--- config.mk ---
export PLATFORM = sky130hd
export DESIGN_NAME = ours_fifo_beat_packer
export DESIGN_NICKNAME = d
export VERILOG_FILES = /design/src/rtl/ours_fifo_beat_packer.sv
export SDC_FILE = /design/constraint.sdc
export NUM_CORES = 1
export LEC_CHECK = 0
export ABC_AREA = 1
export CAP_MARGIN = 15
export CORE_ASPECT_RATIO = 1.75
export CORE_MARGIN = 2
export CORE_UTILIZATION = 48
export DETAILED_ROUTE_END_ITERATION = 7
export GPL_TIMING_DRIVEN = 1
export HOLD_SLACK_MARGIN = 0.1
export PLACE_DENSITY = 0.9
export SKIP_LAST_GASP = 1
export SLEW_MARGIN = 0
export SYNTH_ARGS = -nofsm -noshare
export SYNTH_HDL_FRONTEND = slang
export SYNTH_SLANG_ARGS = --single-unit
--- constraint.sdc ---
create_clock -name clk -period 2.3 [get_ports clk]
set_input_delay 0.345 -clock clk [delete_from_list [all_inputs] [get_ports clk]]
set_output_delay 0.345 -clock clk [all_outputs]
set_load 0.05 [all_outputs]
--- src/rtl/ours_fifo_beat_packer.sv ---
// Pops narrow FIFO beats and packs RATIO of them into one wide word.
// A ctrl "last" bit or a flush closes the word early with a partial lane mask.
module ours_fifo_beat_packer #(
   parameter int DATA_WIDTH = 32,
   parameter int CTRL_WIDTH = 4,
   parameter int RATIO      = 4,
   parameter int LAST_BIT   = 0
) (
   input  logic                          clk,
   input  logic                          rstn,
   input  logic                          fifo_empty,
   output logic                          fifo_re,
   input  logic [DATA_WIDTH-1:0]         fifo_dout,
   input  logic [CTRL_WIDTH-1:0]         fifo_ctrl,
   input  logic                          flush,
   output logic                          out_valid,
   input  logic                          out_ready,
   output logic [RATIO*DATA_WIDTH-1:0]   out_data,
   output logic [RATIO-1:0]              out_beat_vld,
   output logic [CTRL_WIDTH-1:0]         out_ctrl,
   output logic                          out_last
);

   localparam int IW = $clog2(RATIO);
   localparam int WW = RATIO * DATA_WIDTH;

   localparam logic [0:0] FILL = 1'b0;
   localparam logic [0:0] HOLD = 1'b1;

   logic [0:0]    state;
   logic [IW-1:0] idx;
   logic          pop;
   logic          last_beat;
   logic          full_beat;

   assign pop       = rstn & ~fifo_empty & ((state == FILL) | out_ready);
   assign fifo_re   = pop;
   assign last_beat = fifo_ctrl[LAST_BIT];
   assign full_beat = (idx == IW'(RATIO - 1));
   assign out_valid = (state == HOLD);
   assign out_last  = out_ctrl[LAST_BIT];

   always_ff @(posedge clk) begin
      if (!rstn) begin
         state        <= FILL;
         idx          <= '0;
         out_data     <= '0;
         out_beat_vld <= '0;
         out_ctrl     <= '0;
      end else if (state == FILL) begin
         if (pop) begin
            out_data[idx*DATA_WIDTH +: DATA_WIDTH] <= fifo_dout;
            out_beat_vld[idx] <= 1'b1;
            out_ctrl          <= fifo_ctrl;
            if (full_beat | last_beat | flush) begin
               state <= HOLD;
               idx   <= '0;
            end else begin
               idx <= idx + 1'b1;
            end
         end else if (flush && (idx != '0)) begin
            state <= HOLD;
            idx   <= '0;
         end
      end else if (out_ready) begin
         // handshake: a beat popped now seeds lane 0 of the next word
         if (pop) begin
            out_data     <= WW'(fifo_dout);
            out_beat_vld <= RATIO'(1);
            out_ctrl     <= fifo_ctrl;
            if (last_beat) begin
               idx <= '0;
            end else begin
               state <= FILL;
               idx   <= IW'(1);
            end
         end else begin
            out_data     <= '0;
            out_beat_vld <= '0;
            state        <= FILL;
            idx          <= '0;
         end
      end
   end

`ifndef SYNTHESIS
   logic [RATIO-1:0] vld_inc;
   assign vld_inc = out_beat_vld + 1'b1;

   a_no_pop_empty: assert property (
      @(posedge clk) !(fifo_re && fifo_empty));

   a_hold_stable: assert property (
      @(posedge clk) disable iff (!rstn)
      (out_valid && !out_ready) |=>
         ($stable(out_data) && $stable(out_beat_vld) && $stable(out_ctrl)));

   a_mask_contig: assert property (
      @(posedge clk) disable iff (!rstn)
      out_valid |-> (out_beat_vld[0] && ((vld_inc & out_beat_vld) == '0)));
`endif

endmodule
==> After elaboration in Yosys (flattened, before gate mapping) <==
Index checks and enable logic that the tools add are counted.
W data, S select, Z words.
{ "classes": {"n_bitwise": 8, "order_cmp": 2, "muxes": 28, "eq_ne": 2, "n_addsub": 2, "reduce_logical": 7, "shifts": 2} }
{ "op_table": {"columns": ["cell", "count"], "rows": [
  ["$mux W128", 3],
  ["$bwmux W128", 1],
  ["$shift A32 B34 Y128 const A", 1],
  ["$shiftx A32 B34 Y128", 1],
  ["$neg A7 Y34", 1],
  ["$mux W32", 1],
  ["$mux W4", 6],
  ["$mux W2", 6],
  ["$mux W1", 10],
  ["$or A4 B4 Y4", 1],
  ["$reduce_and A2 Y1", 2],
  ["$reduce_bool A2 Y1", 2],
  ["$lt A2 B3 Y1 const B", 1],
  ["$or A1 B1 Y1", 3],
  ["$reduce_bool A3 Y1", 1],
  ["$add A2 B1 Y2 const B", 1],
  ["$and A1 B1 Y1", 2],
  ["$demux W1 S2", 1],
  ["$eq A2 B2 Y1 const B", 1],
  ["$ge A2 B1 Y1 const B", 1],
  ["$logic_and A1 B1 Y1", 2],
  ["$ne A2 B2 Y1 const B", 1],
  ["$not A1 Y1", 2]
]} }
{ "word_totals": {"reg_bits": 139, "input_bits": 41} }

==> Depth between registers and ports, before layout <==
Gate-level depths: netlist of the first run.
{ "depth": {"depth_word": 7, "mapped_depth": 11, "mapped_depth_nobuf": 8} }

==> Worst setup path before layout of the first run <==
OpenSTA, ideal clock, no wires.
{ "synth_path": {"path_kind": "flip-flop to flip-flop", "from": "register state, in the netlist out_valid", "to": "register idx[0]", "setup_slack_ns": 0.313, "arrival_time_ns": 1.923, "period_less_slack_ns": 1.987, "setup_ns": 0.064, "t_required_ns": 2.236, "stages_incl_launch_ff": 9, "path_cell_list": "dfxtp_1 buf_6 inv_2 nor2_1 nor2_1 nand3_1 nand2_1 nor2_1 nor2_1"} }
{ "synth_via": {"elab_chain_len": 6, "elab_cells_between_ends": 10, "classes_between": "eq/ne (1); mux (4); bitwise (3); reduce/logical (2)"} }
{ "synth_lines": {"columns": ["element", "line_no", "source"], "rows": [
  ["start, declared", "30", "logic [0:0] state;"],
  ["start signal, assigned", "45", "state <= FILL;"],
  ["start signal, assigned", "56", "state <= HOLD;"],
  ["start signal, assigned", "62", "state <= HOLD;"],
  ["$not A1 Y1 (*)", null, null],
  ["$or A1 B1 Y1 (*)", "36", "assign pop = rstn & ~fifo_empty & ((state == FILL) | out_ready);"],
  ["$and A1 B1 Y1 (*)", "36", null],
  ["via fifo_re", "12", "output logic fifo_re,"],
  ["$mux W2", "67", "if (pop) begin"],
  ["$mux W2", "65", "end else if (out_ready) begin"],
  ["$mux W2", "50", "end else if (state == FILL) begin"],
  ["end signal, assigned", "59", "idx <= idx + 1'b1;"],
  ["end, declared", "31", "logic [IW-1:0] idx;"]
]} }
The timed path passes the listed nets; every way through them passes the cells marked *. The select of a mux whose other input is x is not followed.
A chain may end at the register's enable or synchronous reset.

==> Final worst setup path of the first run <==
{ "layout_path": {"from": "register state, in the netlist out_valid", "to": "output port fifo_re"} }
{ "layout_via": {"elab_chain_len": 3} }
{ "layout_lines": {"columns": ["element", "line_no"], "rows": [
  ["$not A1 Y1", null],
  ["$or A1 B1 Y1", "36"],
  ["$and A1 B1 Y1", "36"],
  ["end, declared", "12"]
]} }
No other way between the ends.

==> metrics.md, run 1 <==
| Metric | Value |
|---|---|
| Status | `finished clean` |
| Clock Latency Late Sink | `420 ps` |
| Fin cells | `1372` |
| First-pass GRT wire length | `31170 um` |
| Post-DRT Antenna Nets | `0` |
| Layout cells sized above 1 | `0.05509` |
| Gate power share | `0.238` |
| Final Hold Vio Count | `0` |
| Slew HR | `0.2903` |
| Netlist area before placement | `0.006486 mm2` |
| Initial Utilization | `0.4872` |
| CTS hold repair buffers | `0` |
| Worst Setup End Kind | `output port` |
| Sw Ratio | `0.3152` |
| Least-Margin Pin Slew | `1064 ps` |
| Post-Route Setup TNS | `0 ps` |
| Clk pwr share | `0.405` |
| Dpl cells | `1340` |
| Post-synthesis register bit count | `139` |
| Period minus WS final | `2081 ps` |
| Reg power frac | `0.357` |
| CTS tree | `built` |
| Period utilization | `0.9049` |
| WL/cell | `14.14 um` |
| Die Span Y | `157.8 um` |
| Worst Path Required | `1960 ps` |
| Congestion Overflow GR | `0` |
| R2R Setup Slk | `220 ps` |
| Worst slack, placed | `194.0 ps` |
| Initial antenna violation count | `0` |
| Largest net degree at the start of global routing | `104` |
| Post-route setup slack | `218.8 ps` |
| H-tree depth | `4` |
| Tightest Hold Check Type | `input port to flip-flop` |
| DR pass1 iterations | `6` |
| CTS Sinks | `139` |
| NumNets Final | `1234` |
| WL final | `19400 um` |
| Critical path class | `flip-flop to output port` |
| RSZ-0062 raised after global routing | `false` |
| Total GRT Usage | `0.2700` |
| Residual DRC | `0` |
| CTS clk-pin slew, worst paths | `60 ps` |
| Number of gates resized after CTS | `0` |
| Cell leakage power | `4.362 nW` |
| Clk root buf | `clkbuf_16` |
| Chip width | `91.88 um` |
| Peak VDD IR | `0.5790 mV` |
| Seq/Total Area, Yosys | `0.4290` |
| Total CTS buffers | `17` |
| Boundary Pins | `180` |
| Bufs on Longest Clock Path | `2` |
| WP data arrival | `1740 ps` |
| Syn avg cell area | `6.347 um2` |
| Number of DRC markers in iteration 0 | `476` |
| Vias in the first global route | `6370` |
| Core Footprint | `0.01331 mm2` |
| CP startpoint kind | `flip-flop` |
| Port Buffers | `179` |
| Total internal power | `0.005137 W` |
| Gp weighted congestion | `0.9045` |
| Routed via count | `6691` |
| Final-report setup violation count | `0` |
| Die area | `0.01450 mm2` |
| Postcts setup bufs | `0` |
| Placed wire-length estimate | `13640 um` |
| Syn Inst Count | `1022` |
| Netlist cell types | `26` |
| Crit-path max FO | `8` |
| PwrDens | `826.0 mW/mm2` |
| Max-slew violation count | `0` |
| Num rows | `56` |
| Syn_nets | `1071` |
| Mean number of vias per cell | `4.877` |
| Setup Skew | `7.468 ps` |
| Antenna cell count | `0` |
| Psw | `0.002364 W` |
| Fmax | `480.5 MHz` |
| Number of synthesis warnings | `0` |
| WHS | `369.8 ps` |
| Synth-to-layout area growth | `40.01%` |
| Max_cap viols | `0` |
==> worst paths after layout <==
check                                from                           end  cells after the start
max reg2reg           idx[0]$_SDFFE_PN0P_     out_data[23]$_SDFFE_PN0P_                      9
min                                  rstn  out_beat_vld[0]$_SDFFE_PN0P_                      5
min reg2reg  out_beat_vld[2]$_SDFFE_PN0P_  out_beat_vld[2]$_SDFFE_PN0P_                      2
max                  out_valid$_SDFF_PN0_                       fifo_re                      5
==> power by group through the flow <==
stage / Combinational [W] / Sequential (W) / Clock [W]
final: 0.00179 / 0.00268 / 0.00304
after global routing: 0.00191 / 0.00269 / 0.00318
after floorplan: 0.000623 / 0.00327 / 0
after CTS: 0.00178 / 0.00268 / 0.00306
after detailed placement: 0.00177 / 0.00272 / 0
after global placement: 0.00175 / 0.00272 / 0
==> cells in the final DEF (no fill, tap or decap), drive strengths merged <==
cell type / n
a21oi: 38
buf: 22
bufinv: 4
clkbuf: 24
clkdlybuf4s50: 177
clkinvlp: 2
dfxtp: 139
ha: 8
inv: 148
nand2: 281
nand3: 57
nand4: 3
nor2: 281
nor3: 9
o21ai: 5
==> layer usage <==
metal	track usage	part of all wire
met5	0	0
met4	0.1670	0.053
met3	0.05426	0.060
met2	0.4597	0.50
met1	0.3092	0.38
==> synth_stat cells (all sizes together) <==
master | n | share of area
ha | 8 | 0.015
nand4 | 3 | 0.0039
nand2 | 281 | 0.17
buf | 37 | 0.035
nand3 | 57 | 0.045
nor3 | 9 | 0.0069
a21oi | 38 | 0.029
o21ai | 5 | 0.0079
dfxtp | 139 | 0.43
inv | 146 | 0.085
clkbuf | 18 | 0.010
nor2 | 281 | 0.17
==> layout make-up <==
| type | instances | area, um2 |
|---|---|---|
| clock inverters | 8 | 152.6 |
| multi-input cells | 682 | 2867 |
| flip-flops and latches | 139 | 2783 |
| fillers | 1077 | 4232 |
| inverters | 146 | 550.5 |
| repair buffers | 199 | 1999 |
| well taps | 174 | 217.7 |
| clock buffers | 24 | 511.7 |
==> flip-flops by register name, indices dropped and copies added, names as in the netlist <==
signal / count
out_ctrl: 4
idx: 2
out_valid: 1
out_beat_vld: 4
out_data: 128
==> cells by family after synthesis <==
| group | Yosys count | synth area share |
|---|---|---|
| DFF | 139 | 0.4290 |
| buffers and inverters | 201 | 0.1302 |
| and+or+nand+nor | 631 | 0.3881 |
| adders and majority gates | 8 | 0.01543 |
| AOI/OAI and AO/OA | 43 | 0.03723 |
==> per-stage QoR <==
stage	area, um2	total power, W	util
2_1_floorplan	6486	0.003893	-
3_3_place_gp	8417	0.004468	0.6322
3_5_place_dp	8417	0.004494	0.6322
4_1_cts	9081	0.007524	0.6821
5_1_grt	9081	0.007781	0.6821
6_report	9081	0.007501	0.6821
==> worst max-delay path: stages (launching register included) <==
cell and delay, ps:
dfxtp_1 360, buf_4 210, inv_2 110, nor2_1 50, nor2_1 380, buf_12 200
Note: power is estimated with default switching activity, not from simulation.
==> inputs of run 2 (changes only) <==
--- a/config.mk
+++ b/config.mk
@@ -7,9 +7,11 @@
 export LEC_CHECK = 0
 export ABC_AREA = 1
 export CAP_MARGIN = 15
+export CELL_PAD_IN_SITES_DETAIL_PLACEMENT = 1
+export CELL_PAD_IN_SITES_GLOBAL_PLACEMENT = 1
 export CORE_ASPECT_RATIO = 1.75
 export CORE_MARGIN = 2
-export CORE_UTILIZATION = 48
+export CORE_UTILIZATION = 33
 export DETAILED_ROUTE_END_ITERATION = 7
 export GPL_TIMING_DRIVEN = 1
 export HOLD_SLACK_MARGIN = 0.1
==> constraint.sdc (replaced) <==
create_clock -name clk -period 2.3 [get_ports clk]
set_input_delay 0.46 -clock clk [delete_from_list [all_inputs] [get_ports clk]]
set_output_delay 0.46 -clock clk [all_outputs]
set_load 0.05 [all_outputs]
==> run 2 against run 1 <==
Fmax fell by 2.2%. Critical path depth is 4 lower. Critical path type unchanged. Die area is 44% higher. Combinational power is 4% higher. Global-route usage fell by 3.3 points. Sequential cell count did not move. Worst setup slack worse by 47 ps. Register-to-register slack improved by 30 ps. Clock power decreased by 8.6%. Critical endpoint is now out_data[100]. Total power decreased by 2.2%. Largest cell class unchanged. Non-clock buffer count grew 5.
==> metrics.md, run 2 (synthesis results as in run 1) <==
| Metric | Value |
|---|---|
| Synth-to-layout area growth | `41.69%` |
| Total CTS buffers | `17` |
| WL final | `24100 um` |
| Residual DRC | `0` |
| R2R Setup Slk | `250 ps` |
| CP startpoint kind | `flip-flop` |
| Cell leakage power | `4.361 nW` |
| Worst Setup End Kind | `output port` |
| Placed wire-length estimate | `17190 um` |
| Max-slew violation count | `0` |
| FF-to-FF End | `out_data[27]$_SDFFE_PN0P_` |
| CP peak stage delay | `830 ps` |
| Die area | `0.02084 mm2` |
| Worst Path Required | `1840 ps` |
| Gr busiest metal | `met2` |
| WL/cell | `16.69 um` |
| Max_cap viols | `0` |
| Status | `finished clean` |
| Number of gates resized after CTS | `0` |
| Gate power share | `0.255` |
| Clk root buf | `clkbuf_16` |
| Worst-path cell chain | `clkdlybuf4s50_1` |
| Vias in the first global route | `7222` |
| Largest net degree at the start of global routing | `104` |
| Gp weighted congestion | `0.8421` |
| NumNets Final | `1239` |
| CTS clk-pin slew, worst paths | `70 ps` |
| CP max stage cell | `clkdlybuf4s50_1` |
| Post-Route Setup TNS | `0 ps` |
| Reg power frac | `0.365` |
| Critical path class | `flip-flop to output port` |
| Chip width | `110.0 um` |
| Antenna cell count | `0` |
| Number of DRC markers in iteration 0 | `280` |
| WP buf/inv | `1` |
| RSZ-0062 raised after global routing | `false` |
| Biggest regs | `out_data (128), out_beat_vld (4), out_ctrl (4)` |
| Postcts setup bufs | `0` |
| Tightest Hold Check Type | `flip-flop to flip-flop` |
| First-pass GRT wire length | `37890 um` |
| Crit-path max FO | `2` |
| Initial antenna violation count | `0` |
| Total internal power | `0.004809 W` |
| Layout cells sized above 1 | `0.06068` |
| GR Layer Usage met1 | `0.2660` |
| H-tree depth | `4` |
| Congestion Overflow GR | `0` |
| Most flops, register | `out_data` |
| Hold-critical path endpoint | `out_beat_vld[3]$_SDFFE_PN0P_` |
| Port Buffers | `179` |
| CTS tree | `built` |
| Clock Latency Late Sink | `430 ps` |
| Hold path cells | `2` |
| WHS | `462.2 ps` |
| Core Footprint | `0.01920 mm2` |
| Bufs on Longest Clock Path | `2` |
| PwrDens | `798.4 mW/mm2` |
| Slew HR | `0.5938` |
| Initial Utilization | `0.3379` |
| Reg2Reg Depth | `9` |
| Psw | `0.002529 W` |
| Met2 usage | `0.4193` |
| Period utilization | `0.9253` |
| Largest register FFs | `128` |
| Mean number of vias per cell | `4.718` |
| Num rows | `67` |
| Hold_sp | `out_beat_vld[3]$_SDFFE_PN0P_` |
| CTS Sinks | `139` |
| Boundary Pins | `180` |
| Final Hold Vio Count | `0` |
| Routed via count | `6813` |
| Die Span Y | `189.5 um` |
| Total GRT Usage | `0.2368` |
| Final-report setup violation count | `0` |
| Post-DRT Antenna Nets | `0` |
| DR pass1 iterations | `4` |
| Fmax | `469.9 MHz` |
| Period minus WS final | `2128 ps` |
| Setup Skew | `12.64 ps` |
| Peak VDD IR | `0.3876 mV` |
| Clk pwr share | `0.379` |
| CTS hold repair buffers | `0` |
| Commonest cells after routing, fill and taps aside | `279 x nand2_1, 279 x nor2_1, 176 x clkdlybuf4s50_1` |
| Worst setup path startpoint | `out_data[100]$_SDFFE_PN0P_` |
| RR Startpoint | `idx[0]$_SDFFE_PN0P_` |
| WP data arrival | `1670 ps` |
| Met3 Use GR | `0.03787` |
| CP delay by family, top | `buffers and inverters` |
| Least-Margin Pin Slew | `607.4 ps` |
| Sw Ratio | `0.3446` |
run 2: cell count changes in the layout (fill, tap and decap cells not counted), moves of 2 or more:
cell,delta
buf_12,+5
clkbuf_8,-5
clkinv_4,+3
clkinvlp_4,+3
bufinv_16,-2
run 2: worst max path at each step:
stage | end | cells after the start
2_1_floorplan | fifo_re | 4
3_3_place_gp | out_data[36]$_SDFFE_PN0P_ | 9
3_5_place_dp | out_data[56]$_SDFFE_PN0P_ | 10
4_1_cts | out_data[56]$_SDFFE_PN0P_ | 8
5_1_grt | out_data[3]$_SDFFE_PN0P_ | 9
6_report | out_data[100] | 1
run 2: per-layer routing:
layer / part of all wire / vias up / wire, um
met1: 0.40 / 3239 / 9678
met3: 0.036 / 63 / 858
met2: 0.52 / 166 / 12460
li1: - / 3345 / -
met4: 0.046 / 0 / 1101
met5: 0 / - / 0
run 2: area by class of cell:
cell class,count,area [um2]
fill,2438,10010
timing repair buffer,204,2097
clock buffer,20,446.7
tap,241,301.5
clock inverter,12,141.4
multi-input combinational,682,2869
sequential,139,2784
inverter,146,550.5
run 2: stage by stage:
step | utilization | total power (W) | area (um2) | worst slack, ps | instances
CTS | 0.4785 | 0.007392 | 9186 | 134.6 | 1444
floorplan | - | 0.003893 | 6486 | 251.0 | 1022
global route | 0.4787 | 0.007630 | 9190 | 90.89 | 1444
detailed placement | 0.4479 | 0.004590 | 8598 | 48.76 | 1412
global placement | 0.4479 | 0.004544 | 8598 | 110.4 | 1412
finish | 0.4787 | 0.007337 | 9190 | 171.8 | 1444
run 2: power groups by stage:
stage	Sequential (W)	Clock, W	Combinational [W]
CTS	0.00268	0.00283	0.00188
global route	0.00270	0.00293	0.00200
floorplan	0.00327	0	0.000623
finish	0.00268	0.00278	0.00187
detailed placement	0.00273	0	0.00186
global placement	0.00273	0	0.00182
